`config.mk`:
```
export PLATFORM = sky130hd
export DESIGN_NAME = cpu_seq_ctrl
export DESIGN_NICKNAME = d
export VERILOG_FILES = /design/src/rtl/cpu_seq_pkg.sv /design/src/rtl/cpu_seq_ctrl_seq_wait_timer.sv /design/src/rtl/cpu_seq_ctrl.sv
export SDC_FILE = /design/constraint.sdc
export NUM_CORES = 1
export LEC_CHECK = 0
export BUFFER_PORTS_ARGS = -buffer_cell sky130_fd_sc_hd__buf_2
export CAP_MARGIN = 30
export CORE_MARGIN = 5
export CORE_UTILIZATION = 45
export CTS_BUF_LIST = sky130_fd_sc_hd__clkbuf_2
export DETAILED_ROUTE_END_ITERATION = 10
export HOLD_SLACK_MARGIN = 0.02
export MAX_ROUTING_LAYER = met4
export PLACE_DENSITY = 0.75
export SYNTH_ARGS = -nofsm -noshare
export SYNTH_HDL_FRONTEND = slang
export SYNTH_SLANG_ARGS = --single-unit
```
`constraint.sdc`:
```
create_clock -name clk -period 2.46 [get_ports clk]
set_clock_uncertainty 0.15 [all_clocks]
set_input_delay 0.246 -clock clk [delete_from_list [all_inputs] [get_ports clk]]
set_output_delay 0.246 -clock clk [all_outputs]
set_load 0.005 [all_outputs]
```
`src/rtl/cpu_seq_pkg.sv`:
```
// Shared encodings for the multi-cycle CPU sequencer: states, instruction
// classes (shared with the decoder), bus mux selects and the strobe bundle.
package cpu_seq_pkg;

  typedef enum logic [2:0] {
    S_FETCH  = 3'd0,
    S_DECODE = 3'd1,
    S_EXEC   = 3'd2,
    S_MEM    = 3'd3,
    S_HALT   = 3'd4,
    S_FAULT  = 3'd5,
    S_IRQ    = 3'd6
  } state_t;

  typedef enum logic [2:0] {
    CLS_ALU    = 3'd0,
    CLS_MOV    = 3'd1,
    CLS_CMP    = 3'd2,
    CLS_LOAD   = 3'd3,
    CLS_STORE  = 3'd4,
    CLS_BRANCH = 3'd5,
    CLS_JAL    = 3'd6,
    CLS_HALT   = 3'd7
  } instr_class_t;

  typedef enum logic [1:0] {
    BUS_MEM  = 2'd0,
    BUS_ALU  = 2'd1,
    BUS_LINK = 2'd2
  } bus_sel_t;

  typedef struct packed {
    logic     mem_req;
    logic     mem_we;
    logic     addr_sel;
    logic     ir_enable;
    logic     pc_enable;
    logic     pc_load;
    logic     reg_we;
    logic     flags_we;
    bus_sel_t bus_sel;
  } strobes_t;

  localparam strobes_t STROBES_IDLE = '{
    mem_req: 1'b0, mem_we: 1'b0, addr_sel: 1'b0, ir_enable: 1'b0,
    pc_enable: 1'b0, pc_load: 1'b0, reg_we: 1'b0, flags_we: 1'b0,
    bus_sel: BUS_ALU
  };

endpackage

```
`src/rtl/cpu_seq_ctrl_seq_wait_timer.sv`:
```
// Memory-wait counter: counts stalled FETCH/MEM cycles, saturates, and flags
// the last permitted stall cycle so the sequencer can fault on the next edge.
module seq_wait_timer #(
  parameter int TMO_W       = 8,
  parameter int MEM_TIMEOUT = 64
) (
  input  logic clk,
  input  logic reset,
  input  logic active,
  input  logic mem_ready,
  output logic timeout
);

  localparam int unsigned LIMIT = (MEM_TIMEOUT > 0) ? MEM_TIMEOUT - 1 : 0;

  logic [TMO_W-1:0] cnt;

  // NOTE: synchronous reset, so reset sits inside the clocked branch only.
  always_ff @(posedge clk) begin
    if (reset) begin
      cnt <= '0;
    end else if (!active || mem_ready) begin
      cnt <= '0;
    end else if (cnt != '1) begin
      cnt <= cnt + 1'b1;
    end
  end

  // A ready in the limit cycle suppresses the timeout, so completion wins.
  assign timeout = (MEM_TIMEOUT > 0) && active && !mem_ready && (32'(cnt) == LIMIT);

endmodule

```
`src/rtl/cpu_seq_ctrl.sv`:
```
// Multi-cycle fetch/decode/execute sequencer with variable-latency memory,
// retired counter and timeout fault. Optional interrupt entry: CPU_SEQ_IRQ_EN.
module cpu_seq_ctrl
  import cpu_seq_pkg::*;
#(
  parameter int CNT_W       = 16,
  parameter int TMO_W       = 8,
  parameter int MEM_TIMEOUT = 64
) (
  input  logic             clk,
  input  logic             reset,
  input  logic [2:0]       instr_class,
  input  logic             cond_true,
  input  logic             mem_ready,
  output logic             mem_req,
  output logic             mem_we,
  output logic             addr_sel,
  output logic             ir_enable,
  output logic             pc_enable,
  output logic             pc_load,
  output logic             reg_we,
  output logic             flags_we,
  output logic [1:0]       bus_sel,
  output logic [CNT_W-1:0] retired,
  output logic [2:0]       state_out,
  output logic             fault,
  output logic             halted
`ifdef CPU_SEQ_IRQ_EN
  , input  logic           irq
  , output logic           irq_ack
  , output logic           epc_we
  , output logic           vec_load
`endif
);

  state_t       state, state_d;
  instr_class_t cls;
  strobes_t     stb_c, stb;
  logic         timeout, retire, halt_entry;

  assign cls = instr_class_t'(instr_class);

`ifdef CPU_SEQ_IRQ_EN
  logic irq_q, pending;

  always_ff @(posedge clk) begin
    if (reset) begin
      irq_q   <= 1'b0;
      pending <= 1'b0;
    end else begin
      irq_q <= irq;
      // A new edge outranks the clear so an edge during IRQ stays pending.
      if (irq && !irq_q)     pending <= 1'b1;
      else if (state == S_IRQ) pending <= 1'b0;
    end
  end

  assign irq_ack  = !reset && (state == S_IRQ);
  assign epc_we   = irq_ack;
  assign vec_load = irq_ack;
`endif

  seq_wait_timer #(
    .TMO_W       (TMO_W),
    .MEM_TIMEOUT (MEM_TIMEOUT)
  ) u_wait_timer (
    .clk       (clk),
    .reset     (reset),
    .active    ((state == S_FETCH) || (state == S_MEM)),
    .mem_ready (mem_ready),
    .timeout   (timeout)
  );

  always_ff @(posedge clk) begin
    if (reset) state <= S_FETCH;
    else       state <= state_d;
  end

  // NOTE: every output of this block gets a default first; no latches.
  always_comb begin
    stb_c      = STROBES_IDLE;
    state_d    = state;
    halt_entry = 1'b0;
    case (state)
      S_FETCH: begin
        stb_c.mem_req = 1'b1;
        if (mem_ready) begin
          stb_c.ir_enable = 1'b1;
          state_d         = S_DECODE;
        end else if (timeout) begin
          state_d = S_FAULT;
        end
      end
      S_DECODE: state_d = S_EXEC;
      S_EXEC: begin
        state_d = S_FETCH;
        case (cls)
          CLS_ALU: begin
            stb_c.reg_we    = 1'b1;
            stb_c.flags_we  = 1'b1;
            stb_c.pc_enable = 1'b1;
          end
          CLS_MOV: begin
            stb_c.reg_we    = 1'b1;
            stb_c.pc_enable = 1'b1;
          end
          CLS_CMP: begin
            stb_c.flags_we  = 1'b1;
            stb_c.pc_enable = 1'b1;
          end
          CLS_LOAD, CLS_STORE: state_d = S_MEM;
          CLS_BRANCH: begin
            stb_c.pc_load   = cond_true;
            stb_c.pc_enable = !cond_true;
          end
          CLS_JAL: begin
            stb_c.reg_we  = 1'b1;
            stb_c.bus_sel = BUS_LINK;
            stb_c.pc_load = 1'b1;
          end
          default: begin
            halt_entry = 1'b1;
            state_d    = S_HALT;
          end
        endcase
      end
      S_MEM: begin
        stb_c.mem_req  = 1'b1;
        stb_c.addr_sel = 1'b1;
        stb_c.mem_we   = (cls == CLS_STORE);
        if (mem_ready) begin
          if (cls == CLS_LOAD) begin
            stb_c.reg_we  = 1'b1;
            stb_c.bus_sel = BUS_MEM;
          end
          stb_c.pc_enable = 1'b1;
          state_d         = S_FETCH;
        end else if (timeout) begin
          state_d = S_FAULT;
        end
      end
      S_HALT:  state_d = S_HALT;
      S_FAULT: state_d = S_FAULT;
`ifdef CPU_SEQ_IRQ_EN
      S_IRQ:   state_d = S_FETCH;
`endif
      default: state_d = S_FETCH;
    endcase

    retire = stb_c.pc_enable || stb_c.pc_load || halt_entry;
`ifdef CPU_SEQ_IRQ_EN
    if (retire && pending && (state_d == S_FETCH)) state_d = S_IRQ;
`endif
  end

  // Reset overrides the decoded strobes so an aborted access never writes.
  assign stb = reset ? STROBES_IDLE : stb_c;

  always_ff @(posedge clk) begin
    if (reset)       retired <= '0;
    else if (retire) retired <= retired + 1'b1;
  end

  assign mem_req   = stb.mem_req;
  assign mem_we    = stb.mem_we;
  assign addr_sel  = stb.addr_sel;
  assign ir_enable = stb.ir_enable;
  assign pc_enable = stb.pc_enable;
  assign pc_load   = stb.pc_load;
  assign reg_we    = stb.reg_we;
  assign flags_we  = stb.flags_we;
  assign bus_sel   = stb.bus_sel;
  assign state_out = state;
  assign fault     = (state == S_FAULT);
  assign halted    = (state == S_HALT);

endmodule

```
==> metrics.md <==
| Metric | Value |
|---|---|
| Period utilization | `0.8524` |
| Number of synthesis warnings | `0` |
| Fillcell total | `333` |
| CTS resizes | `0` |
| Final ANT Viol Nets | `0` |
| Final core occ | `0.5306` |
| Slowest stage delay, CP | `0.66 ns` |
| Post-synth top area cell | `dfxtp_1` |
| Via Count | `1510` |
| Layout area overhead | `13.84%` |
| Pre-antenna DRT Iters | `4` |
| HPWL after detailed placement | `2487 um` |
| DRC | `0` |
| Rows | `21` |
| # diodes | `0` |
| Crit path kind | `reg -> reg` |
| Routability congestion estimate | `0.8093` |
| Wire per inst | `12.44 um` |
| Crit path buf inv count | `0` |
| Kind of end point of the critical path | `flop` |
| Post-Syn Area per Cell | `8.017 um^2` |
| Clock Latency Late Sink | `0.36 ns` |
| GR Overflow Total | `0` |
| Clk pwr share | `0.245` |
| Setup TNS | `0 ns` |
| Syn nets | `203` |
| Comb power frac | `0.118` |
| DP Worst Slack | `0.3531 ns` |
| Vias in the first global route | `1211` |
| Post-synth ARST share | `0` |
| Clock Path Buffers | `2` |
| Pin count of the biggest net entering global routing | `26` |
| Number of synthesized flops with an enable pin | `0` |
| Final Non-Filler Cells | `271` |
| CTS tree | `yes` |
| Synth Register Bits | `27` |
| Clock-pin slew on the worst setup and hold paths | `0.26 ns` |
| Number of setup buffers added after CTS | `0` |
| Max transition margin | `0.5568` |
| Final slew viol count | `0` |
| Worst path arrival time | `2.25 ns` |
| Startpoint Class | `flop` |
| Synth cell types | `43` |
| Final Hold Viols | `0` |
| Chip Height | `68.79 um` |
| P_sw | `188.1 uW` |
| Top-count cell post-synth | `dfxtp_1` |
| Crit path max fanout | `10` |
| Maximum vdd drop | `0.3280 mV` |
| Final wirelength | `3371 um` |
| Synth top cells by count | `27 x dfxtp_1, 18 x a21oi_1, 16 x nor2_1, 15 x nand2_1` |
| Placed Cells | `267` |
| Synthesized cell area | `1555 um^2` |
| RSZ-0062 raised after global routing | `no` |
| Worst setup margin | `0.3630 ns` |
| Sequential power share | `0.637` |
| Switching share of power | `0.2650` |
| Tmin final | `2.097 ns` |
| Die Wd | `68.79 um` |
| TritonCTS buffer count | `3` |
| Setup violators final | `0` |
| Io pins | `38` |
| Nets | `235` |
| Clk root buf | `clkbuf_2` |
| CP required | `2.61 ns` |
| Starting Density | `0.4661` |
| Status | `finished, final reports clean` |
| Vias per cell | `5.572` |
| MaxCap Viol Count | `0` |
| Top post-synthesis cells by area | `dfxtp_1 35%, a21oi_1 5.8%, or4_1 4.3%, nor2_1 3.9%, nand2_1 3.6%` |
| H-tree Lvls | `1` |
| Predominant post-synthesis flop cell | `dfxtp_1` |
| Port Buf Inserts | `37` |
| LEAKAGE | `0.0006972 uW` |
| Critical path cell sequence | `nand2b_2 -> or4_1 -> nor4_1 -> mux2_2` |
| First-pass GRT wire length | `5478 um` |
| First DRT Iteration DRCs | `85` |
| P per Cell Area | `400.9 nW/um^2` |
| Die Area | `4732 um^2` |
| Core area | `3337 um^2` |
| Clock tree sinks | `27` |
| Worst-margin pin slew | `0.6555 ns` |
| Crit path max-delay family | `simple AND/OR/NAND/NOR gates` |
| CP max stage cell | `or4_1` |
| Share of cells above drive strength 1 | `0.2222` |
| Total track usage | `0.1542` |
| Top cell type's share of synthesized area | `0.3475` |
| Initial antenna violation count | `0` |
| FMAX | `476.9 MHz` |
| Int Power | `521.7 uW` |
| Worst Hold Class | `in -> reg` |
| Synthesized instance count | `194` |
| Register area share after synthesis | `0.3475` |
| Hold buffer count at cts | `0` |
==> logic make-up after synthesis <==
logic type	synth area share
xor gates and xnor gates	0.02816
muxes	0.03379
and+or+nand+nor	0.3524
AOI/OAI and AO/OA	0.1794
adders and majority gates	0.01609
DFF	0.3475
buffers and inverters	0.04264
==> registers in the layout, summed over array words and instances, names as in the netlist <==
register	cells
retired	16
u_wait_timer.cnt	8
state_out	3
==> per-stage QoR <==
step	hold WS [ns]	instance area, um^2	power [uW]
after detailed placement	0.3371	1750	544.1
after global routing	0.05818	1770	753.3
after CTS	0.07052	1770	717.1
after global placement	0.3325	1750	544.5
final	0.1028	1770	709.8
after floorplan	0.2771	1555	519.5
==> cells in the final DEF (no fill, tap or decap), types with 2 or more instances in the layout <==
| cell type | Yosys | layout |
|---|---|---|
| o21ai_0 | 6 | 6 |
| nor2_1 | 16 | 16 |
| a211oi_1 | 4 | 4 |
| mux2_2 | 2 | 2 |
| nand2b_1 | 5 | 5 |
| nor3_1 | 2 | 2 |
| nand4_1 | 5 | 5 |
| a31oi_1 | 4 | 4 |
| nor2b_1 | 5 | 5 |
| dfxtp_1 | 27 | 27 |
| and3_1 | 3 | 3 |
| xnor2_1 | 3 | 3 |
| ha_1 | 2 | 2 |
| nand2_1 | 15 | 15 |
| nand3_1 | 9 | 9 |
| clkbuf_2 | 0 | 4 |
| or3_1 | 7 | 7 |
| and2_1 | 4 | 4 |
| a21oi_1 | 18 | 18 |
| buf_2 | 5 | 37 |
| xor2_1 | 2 | 2 |
| and4_1 | 2 | 2 |
| mux2i_1 | 3 | 3 |
| nor4_1 | 4 | 4 |
| inv_1 | 3 | 3 |
| or4_1 | 9 | 9 |
| o31ai_1 | 7 | 7 |
| and2b_2 | 2 | 2 |
==> power groups by stage <==
stage | clock (uW) | sequential [uW] | combinational, uW
2_1_floorplan | 0 | 459 | 61.0
3_3_place_gp | 0 | 460 | 84.5
5_1_grt | 204 | 454 | 94.8
6_report | 174 | 452 | 84.1
4_1_cts | 180 | 452 | 85.0
3_5_place_dp | 0 | 460 | 84.3
==> worst register-to-register path: stages (launching register included) <==
cell	delay, ns
dfxtp_1	0.42
nand2b_2	0.22
or4_1	0.66
nor4_1	0.23
mux2_2	0.36
==> final timing paths <==
check	startpoint	end	slack, ns	cells after the start
min reg2reg	retired[11]$_SDFFE_PP0P_	retired[11]$_SDFFE_PP0P_	0.36	2
max reg2reg	state_out[2]$_SDFF_PP0_	retired[14]$_SDFFE_PP0P_	0.36	4
max	state_out[2]$_SDFF_PP0_	retired[14]$_SDFFE_PP0P_	0.36	4
min	mem_ready	state_out[2]$_SDFF_PP0_	0.10	3
==> area by class of cell <==
type	count	area (um^2)	share of cell area
inverter	3	11.26	0.006360
sequential	27	540.5	0.3053
tap	46	57.56	0.03251
clock buffer	4	20.02	0.01131
multi-input combinational	153	948.4	0.5357
timing repair buffer	38	192.7	0.1088
==> layer usage <==
metal / track usage / vias up / part of all wire
met1: 0.1876 / 694 / 0.46
li1: - / 788 / -
met3: 0.03890 / 2 / 0.042
met5: - / - / 0
met2: 0.2622 / 26 / 0.50
met4: 0.02433 / 0 / 0.0039
(Power assumes the default switching activity.)
